<file path="config.mk">
export PLATFORM = sky130hd
export DESIGN_NAME = cpu_branch_redirect_ctrl
export DESIGN_NICKNAME = d
export VERILOG_FILES = /design/src/rtl/cpu_branch_redirect_ctrl.sv
export SDC_FILE = /design/constraint.sdc
export NUM_CORES = 1
export LEC_CHECK = 0
export BUFFER_PORTS_ARGS = -buffer_cell sky130_fd_sc_hd__buf_2
export CORE_MARGIN = 2
export CORE_UTILIZATION = 50
export CTS_CLUSTER_SIZE = 20
export DETAILED_ROUTE_END_ITERATION = 10
export PLACE_DENSITY_LB_ADDON = 0.2
export REMOVE_ABC_BUFFERS = 1
export SLEW_MARGIN = 20
export SYNTH_ARGS = -nofsm -noshare
export SYNTH_HDL_FRONTEND = slang
export SYNTH_SLANG_ARGS = --single-unit
</file>
<file path="constraint.sdc">
create_clock -name i_clk -period 6.3 [get_ports i_clk]
set_input_delay 1.26 -clock i_clk [delete_from_list [all_inputs] [get_ports i_clk]]
set_output_delay 1.26 -clock i_clk [all_outputs]
set_load 0.005 [all_outputs]
</file>
<file path="src/rtl/cpu_branch_redirect_ctrl.sv">
// rtl/cpu_branch_redirect_ctrl.sv - fetch redirect controller: prediction queue, mismatch redirect, flush window
module cpu_branch_redirect_ctrl #(
  parameter logic [31:0] p_reset_vector = 32'hf0000000,
  parameter int          p_depth        = 4,
  parameter int          p_flush_cycles = 2,
  parameter int          p_cnt_width    = 16
) (
  input  logic                       i_clk,
  input  logic                       i_rst,
  input  logic                       i_fetch_valid,
  input  logic                       i_branch_instr,
  input  logic [31:0]                i_predicted_pc,
  input  logic                       i_res_valid,
  input  logic [31:0]                i_res_pc,
  output logic                       o_pc_load,
  output logic [31:0]                o_next_pc,
  output logic                       o_flush,
  output logic                       o_stall,
  output logic [$clog2(p_depth):0]   o_pending,
  output logic                       o_error,
  output logic [p_cnt_width-1:0]     o_branches,
  output logic [p_cnt_width-1:0]     o_mispredicts
);

  localparam int c_ptr_w = $clog2(p_depth);
  localparam int c_cnt_w = c_ptr_w + 1;
  localparam int c_fc_w  = (p_flush_cycles > 1) ? $clog2(p_flush_cycles) : 1;

  typedef enum logic [1:0] {S_BOOT, S_RUN, S_FLUSH} state_e;

  state_e                 state_q, state_d;
  logic [c_fc_w-1:0]      fcnt_q, fcnt_d;
  logic [c_ptr_w-1:0]     head_q, head_d, tail_q, tail_d;
  logic [c_cnt_w-1:0]     count_q, count_d;
  logic [31:0]            slot_q [p_depth];
  logic                   pc_load_q, pc_load_d;
  logic [31:0]            next_pc_q, next_pc_d;
  logic                   flush_q, flush_d;
  logic                   error_q, error_d;
  logic [p_cnt_width-1:0] branches_q, branches_d;
  logic [p_cnt_width-1:0] mispredicts_q, mispredicts_d;

  logic full, res_hit, mismatch, pop, push;

  always_comb begin
    full     = (count_q == c_cnt_w'(p_depth));
    res_hit  = (state_q == S_RUN) && i_res_valid && (count_q != '0);
    mismatch = res_hit && (slot_q[head_q] != i_res_pc);
    pop      = res_hit && !mismatch;
    // A full queue still accepts a push when the head is retiring correctly this cycle.
    push     = (state_q == S_RUN) && i_fetch_valid && i_branch_instr && !mismatch && (!full || pop);
  end

  always_comb begin
    state_d       = state_q;
    fcnt_d        = fcnt_q;
    head_d        = head_q;
    tail_d        = tail_q;
    count_d       = count_q;
    pc_load_d     = 1'b0;
    next_pc_d     = next_pc_q;
    flush_d       = 1'b0;
    error_d       = error_q;
    branches_d    = branches_q;
    mispredicts_d = mispredicts_q;
    case (state_q)
      S_BOOT: begin
        // Fetch stays stalled through the cycle that presents the boot load.
        if (!pc_load_q) begin
          pc_load_d = 1'b1;
          next_pc_d = p_reset_vector;
        end else begin
          state_d = S_RUN;
        end
      end
      S_RUN: begin
        if (i_res_valid && (count_q == '0)) error_d = 1'b1;
        if (res_hit && (branches_q != '1)) branches_d = branches_q + 1'b1;
        if (mismatch) begin
          if (mispredicts_q != '1) mispredicts_d = mispredicts_q + 1'b1;
          head_d    = '0;
          tail_d    = '0;
          count_d   = '0;
          pc_load_d = 1'b1;
          next_pc_d = i_res_pc;
          flush_d   = 1'b1;
          fcnt_d    = c_fc_w'(p_flush_cycles - 1);
          state_d   = S_FLUSH;
        end else begin
          if (push) tail_d = tail_q + 1'b1;
          if (pop)  head_d = head_q + 1'b1;
          count_d = count_q + {{(c_cnt_w-1){1'b0}}, push} - {{(c_cnt_w-1){1'b0}}, pop};
        end
      end
      S_FLUSH: begin
        if (fcnt_q == '0) state_d = S_RUN;
        else              fcnt_d  = fcnt_q - 1'b1;
      end
      default: state_d = S_BOOT;
    endcase
  end

  always_ff @(posedge i_clk or posedge i_rst) begin
    if (i_rst) begin
      state_q       <= S_BOOT;
      fcnt_q        <= '0;
      head_q        <= '0;
      tail_q        <= '0;
      count_q       <= '0;
      pc_load_q     <= 1'b0;
      next_pc_q     <= p_reset_vector;
      flush_q       <= 1'b0;
      error_q       <= 1'b0;
      branches_q    <= '0;
      mispredicts_q <= '0;
    end else begin
      state_q       <= state_d;
      fcnt_q        <= fcnt_d;
      head_q        <= head_d;
      tail_q        <= tail_d;
      count_q       <= count_d;
      pc_load_q     <= pc_load_d;
      next_pc_q     <= next_pc_d;
      flush_q       <= flush_d;
      error_q       <= error_d;
      branches_q    <= branches_d;
      mispredicts_q <= mispredicts_d;
    end
  end

  always_ff @(posedge i_clk) begin
    if (push) slot_q[tail_q] <= i_predicted_pc;
  end

  assign o_pc_load     = pc_load_q;
  assign o_next_pc     = next_pc_q;
  assign o_flush       = flush_q;
  assign o_stall       = (state_q != S_RUN) || full;
  assign o_pending     = count_q;
  assign o_error       = error_q;
  assign o_branches    = branches_q;
  assign o_mispredicts = mispredicts_q;

endmodule

</file>
==> metrics.sh <==
RUN_STATUS='completed'
ANTENNA_FOUND_INITIAL=0
FINAL_HOLD_VIOL_COUNT=0
DESIGN.CORE.AREA_MM2=0.0166
GP_ROUTABILITY_CONGESTION=0.790
DETAILED_PLACE_HPWL_MM=11.4
ROUTE.FINAL.WIRE_LENGTH_MM=17.9
INITIAL_UTILIZATION_PCT=51.5
CTS_TREE='yes'
GR-USAGE-ALL-LAYERS_PCT=20.6
POWER_LEAKAGE_nW=4.12
MAX_CAP_VIOLATIONS=0
NETLIST-CELL-TYPE-COUNT=43
GRT_START_MAX_NET_PINS=90
POSTCTSHOLDBUFS=0
CRIT_CHAIN='buf_4, mux4_2, xnor2_1, nand4_1, nor4_4, nand4_1, o22ai_1, ha_1, inv_1, fa_1, xor2_1, nand2_1, nand2_1, a21oi_1'
YOSYS_REGISTER_BITS=205
CTS_REPAIR_RESIZE_COUNT=0
DIE_Y_UM=135
TIMING.FINAL.CRIT_SHARE_PCT=65.1
R2R_START='head_q[0]$_DFFE_PP0P_'
TIMING.CRITICAL_PATH.SLOWEST_CELL_DELAY_PS=640
ANTENNA_VIOLATING_NETS_POST_ROUTE=0
FP.DIEAREA_MM2=0.0182
CRITPATHCAPTURE='o_pending[2]$_DFFE_PP0N_'
WL_PER_CELL_UM=19.1
CTS.SINK_COUNT=205
NETS=778
POST-CTS-SETUP-BUFFER-COUNT=0
CRITICAL_PATH_CLASS='reg2reg'
WORSTSETUPENDPOINTTYPE='register'
SYNTH_EDF_COUNT=128
IO_PINS=140
FINAL_LAYOUT_SIZE_SUFFIX_GT1_SHARE_PCT=35.6
SEQ_AREA_MM2=0.00578
FINALSETUPVIOLCOUNT=0
NUMCTSBUFFERS=22
DIE_WIDTH_UM=135
YS_TOP_CELLS_BY_COUNT='128 x sky130_fd_sc_hd__edfxtp_1, 73 x sky130_fd_sc_hd__dfrtp_1, 58 x sky130_fd_sc_hd__xnor2_1'
YOSYSWARNINGS=0
CLOCKBUFFERDEPTH=3
WORST_R2R_ENDPOINT='o_pending[2]$_DFFE_PP0N_'
YS_ASYNC_SR_FRACTION_PCT=37.6
WORSTSETUPPATHDEPTH=14
SETUP_SLACK_OF_THE_WORST_REGISTER_TO_REGISTER_PATH_PS=2200
WORST_SLEW_PIN_SLEW_PS=1050
N_ANTENNA_CELL=0
GRT_PASS1_WL_MM=29.2
CRITICAL_PATH_CELL_WITH_THE_HIGHEST_STAGE_DELAY='sky130_fd_sc_hd__dfrtp_2'
FINALSETUPTNS_PS=0
WORST_SETUP_HOLD_PATH_CLK_SLEW_PS=60
GLOBAL_ROUTE_CONGESTION_OVERFLOW_TOTAL=0
LAYOUT_MIN_CYCLE_TIME_PS=4100
TIMING.MAX_SLEW.REL_SLACK_PCT=29.0
POWERDENSITY_mW_PER_MM2=388
DETAIL_ROUTE.DRC_VIOLATIONS=0
DRT_ITER0_MARKERS=334
VDD_IR_DROP_MAX_mV=0.268
RSZ0062_AT_GRT='false'
HTREE_LEVELS=1
NFILLCELLS=1272
CRIT_FANOUT=23
NETLIST_INSTANCES=560
MULTI_INPUT_AREA_MM2=0.00261
SYNTH-SEQ-AREA-SHARE_PCT=67.4
MEAN_POST_SYNTH_CELL_AREA_UM2=15.3
SKEW_PS=8.28
SYNTH.CELL_AREA_MM2=0.00857
DR_TOTAL_VIAS=5121
YS_DOMINANT_REG_CELL='sky130_fd_sc_hd__edfxtp_1'
MAXCLOCKFREQUENCY_MHz=244
WORST-ENDPOINT-ARRIVAL_PS=4430
NETLIST.AREA_LEADER.SHARE_PCT=44.9
YOSYSMOSTFREQUENTCELL='sky130_fd_sc_hd__edfxtp_1'
CLK_ROOT_BUFFER_CELL='sky130_fd_sc_hd__clkbuf_16'
CRITICAL_PATH.N_BUFFERS_INVERTERS=2
HOLD_PATH.CLASS='reg2reg'
R2R_WORST_PATH_DEPTH=14
WORST_SLACK_PS=2200
YOSYS.AREA.TOP_TYPE='sky130_fd_sc_hd__edfxtp_1'
AREAGROWTHSYNTHTOFINISH_PCT=19.8
YS_TOP_CELLS_BY_AREA='sky130_fd_sc_hd__edfxtp_1 45%, sky130_fd_sc_hd__dfrtp_1 21%, sky130_fd_sc_hd__mux4_2 8.4%'
PLACE.PORT_BUFFERS=139
ROWS=47
MAXSLEWVIOLCOUNT=0
CRIT_FAMILY='simple AND/OR/NAND/NOR gates'
CP-STARTPOINT='head_q[0]$_DFFE_PP0P_'
DETAIL_ROUTE.VIAS_PER_CELL=5.47
CRIT_REQUIRED_PS=6630
DRTPASS1ITERATIONS=4
DETAILEDPLACE.WORSTSLACK_PS=2160
WORST_SETUP_PATH_START_KIND='register'
CLK_LATENCY_PS=490
FIRST_GLOBAL_VIAS=5541
[worst min path at each step]
stage / from / to / cells after the start
2_1_floorplan: fcnt_q$_DFFE_PP0P_ / state_q[0]$_DFFE_PP0P_ / 1
3_3_place_gp: fcnt_q$_DFFE_PP0P_ / state_q[0]$_DFFE_PP0P_ / 1
3_5_place_dp: o_mispredicts[6]$_DFFE_PP0P_ / o_mispredicts[6]$_DFFE_PP0P_ / 1
4_1_cts: o_mispredicts[6]$_DFFE_PP0P_ / o_mispredicts[6]$_DFFE_PP0P_ / 1
5_1_grt: o_mispredicts[6]$_DFFE_PP0P_ / o_mispredicts[6]$_DFFE_PP0P_ / 1
6_report: o_mispredicts[6]$_DFFE_PP0P_ / o_mispredicts[6]$_DFFE_PP0P_ / 1
[power breakdown]
group | total (mW) | switching [mW] | internal, mW | leakage (nW)
clock | 1.45 | 0.503 | 0.951 | 0.402
combinational | 0.773 | 0.450 | 0.323 | 1.55
sequential | 1.75 | 0.121 | 1.63 | 2.17
total | 3.98 | 1.07 | 2.91 | 4.12
[registers in the layout (all words and copies together), names as in the netlist, 2 cells and up]
register / count
head_q: 2
o_branches: 16
o_mispredicts: 16
o_next_pc: 32
o_pending: 3
slot_q: 128
state_q: 2
tail_q: 2
[worst reg2reg max path, cell delays in order, from the launching register on]
cell                      delay, ps
sky130_fd_sc_hd__dfrtp_2        640
sky130_fd_sc_hd__buf_4          480
sky130_fd_sc_hd__mux4_2         580
sky130_fd_sc_hd__xnor2_1        180
sky130_fd_sc_hd__nand4_1        190
sky130_fd_sc_hd__nor4_4         460
sky130_fd_sc_hd__nand4_1        240
sky130_fd_sc_hd__o22ai_1        190
sky130_fd_sc_hd__ha_1           170
sky130_fd_sc_hd__inv_1           40
sky130_fd_sc_hd__fa_1           370
sky130_fd_sc_hd__xor2_1         170
sky130_fd_sc_hd__nand2_1         70
sky130_fd_sc_hd__nand2_1        100
sky130_fd_sc_hd__a21oi_1         60
[routing by layer]
metal	share of wire, %	track usage [%]	vias to the layer above
li1	-	-	2366
met1	42	27.2	2587
met2	51	35.9	147
met3	5.7	3.38	21
met4	1.2	5.26	0
met5	0	0	-
[placed cells by master, fill, tap and decap left out, drive strengths merged, types with 2 or more instances in the layout]
| master | n |
|---|---|
| edfxtp | 128 |
| nand4 | 16 |
| and3 | 10 |
| mux2 | 2 |
| nor2 | 48 |
| dfrtp | 73 |
| xor2 | 6 |
| a31o | 29 |
| nor4 | 2 |
| a31oi | 2 |
| a21oi | 6 |
| o31ai | 2 |
| bufinv | 7 |
| nand3 | 18 |
| buf | 143 |
| and4 | 3 |
| dfstp | 4 |
| o21ai | 3 |
| and2 | 4 |
| nor3 | 6 |
| nand2b | 3 |
| clkbuf | 26 |
| ha | 7 |
| inv | 9 |
| xnor2 | 58 |
| mux4 | 32 |
| clkinv | 7 |
| nand2 | 49 |
[layout make-up]
class / instances / share of cell area (%)
clock buffers: 26 / 5.72
well taps: 220 / 2.68
multi-input cells: 319 / 25.4
flip-flops and latches: 205 / 56.3
clock inverters: 14 / 2.38
inverters: 10 / 0.378
repair buffers: 143 / 7.11
[metrics by stage]
| step | hold WS (ps) | cells | power [mW] | cell area, um2 | utilization, % |
|---|---|---|---|---|---|
| final | 485 | 937 | 3.98 | 10300 | 61.7 |
| after global routing | 506 | 937 | 4.18 | 10300 | 61.7 |
| after CTS | 490 | 937 | 4.02 | 10300 | 61.6 |
| after detailed placement | 483 | 897 | 2.56 | 9430 | 56.7 |
| after global placement | 461 | 897 | 2.51 | 9430 | 56.7 |
| after floorplan | 450 | 534 | 2.21 | 8410 | - |
[kinds of logic after synthesis]
| family | after synthesis | synth area share [%] |
|---|---|---|
| buffers and inverters | 36 | 2.25 |
| multiplexers | 35 | 8.79 |
| flip-flops | 205 | 67.4 |
| AO/OA/AOI/OAI | 49 | 4.67 |
| XOR/XNOR | 64 | 6.54 |
| adder cells (fa/ha/maj) | 8 | 1.26 |
| AND/OR/NAND/NOR | 163 | 9.07 |
Power figures use the tool's default switching activity.
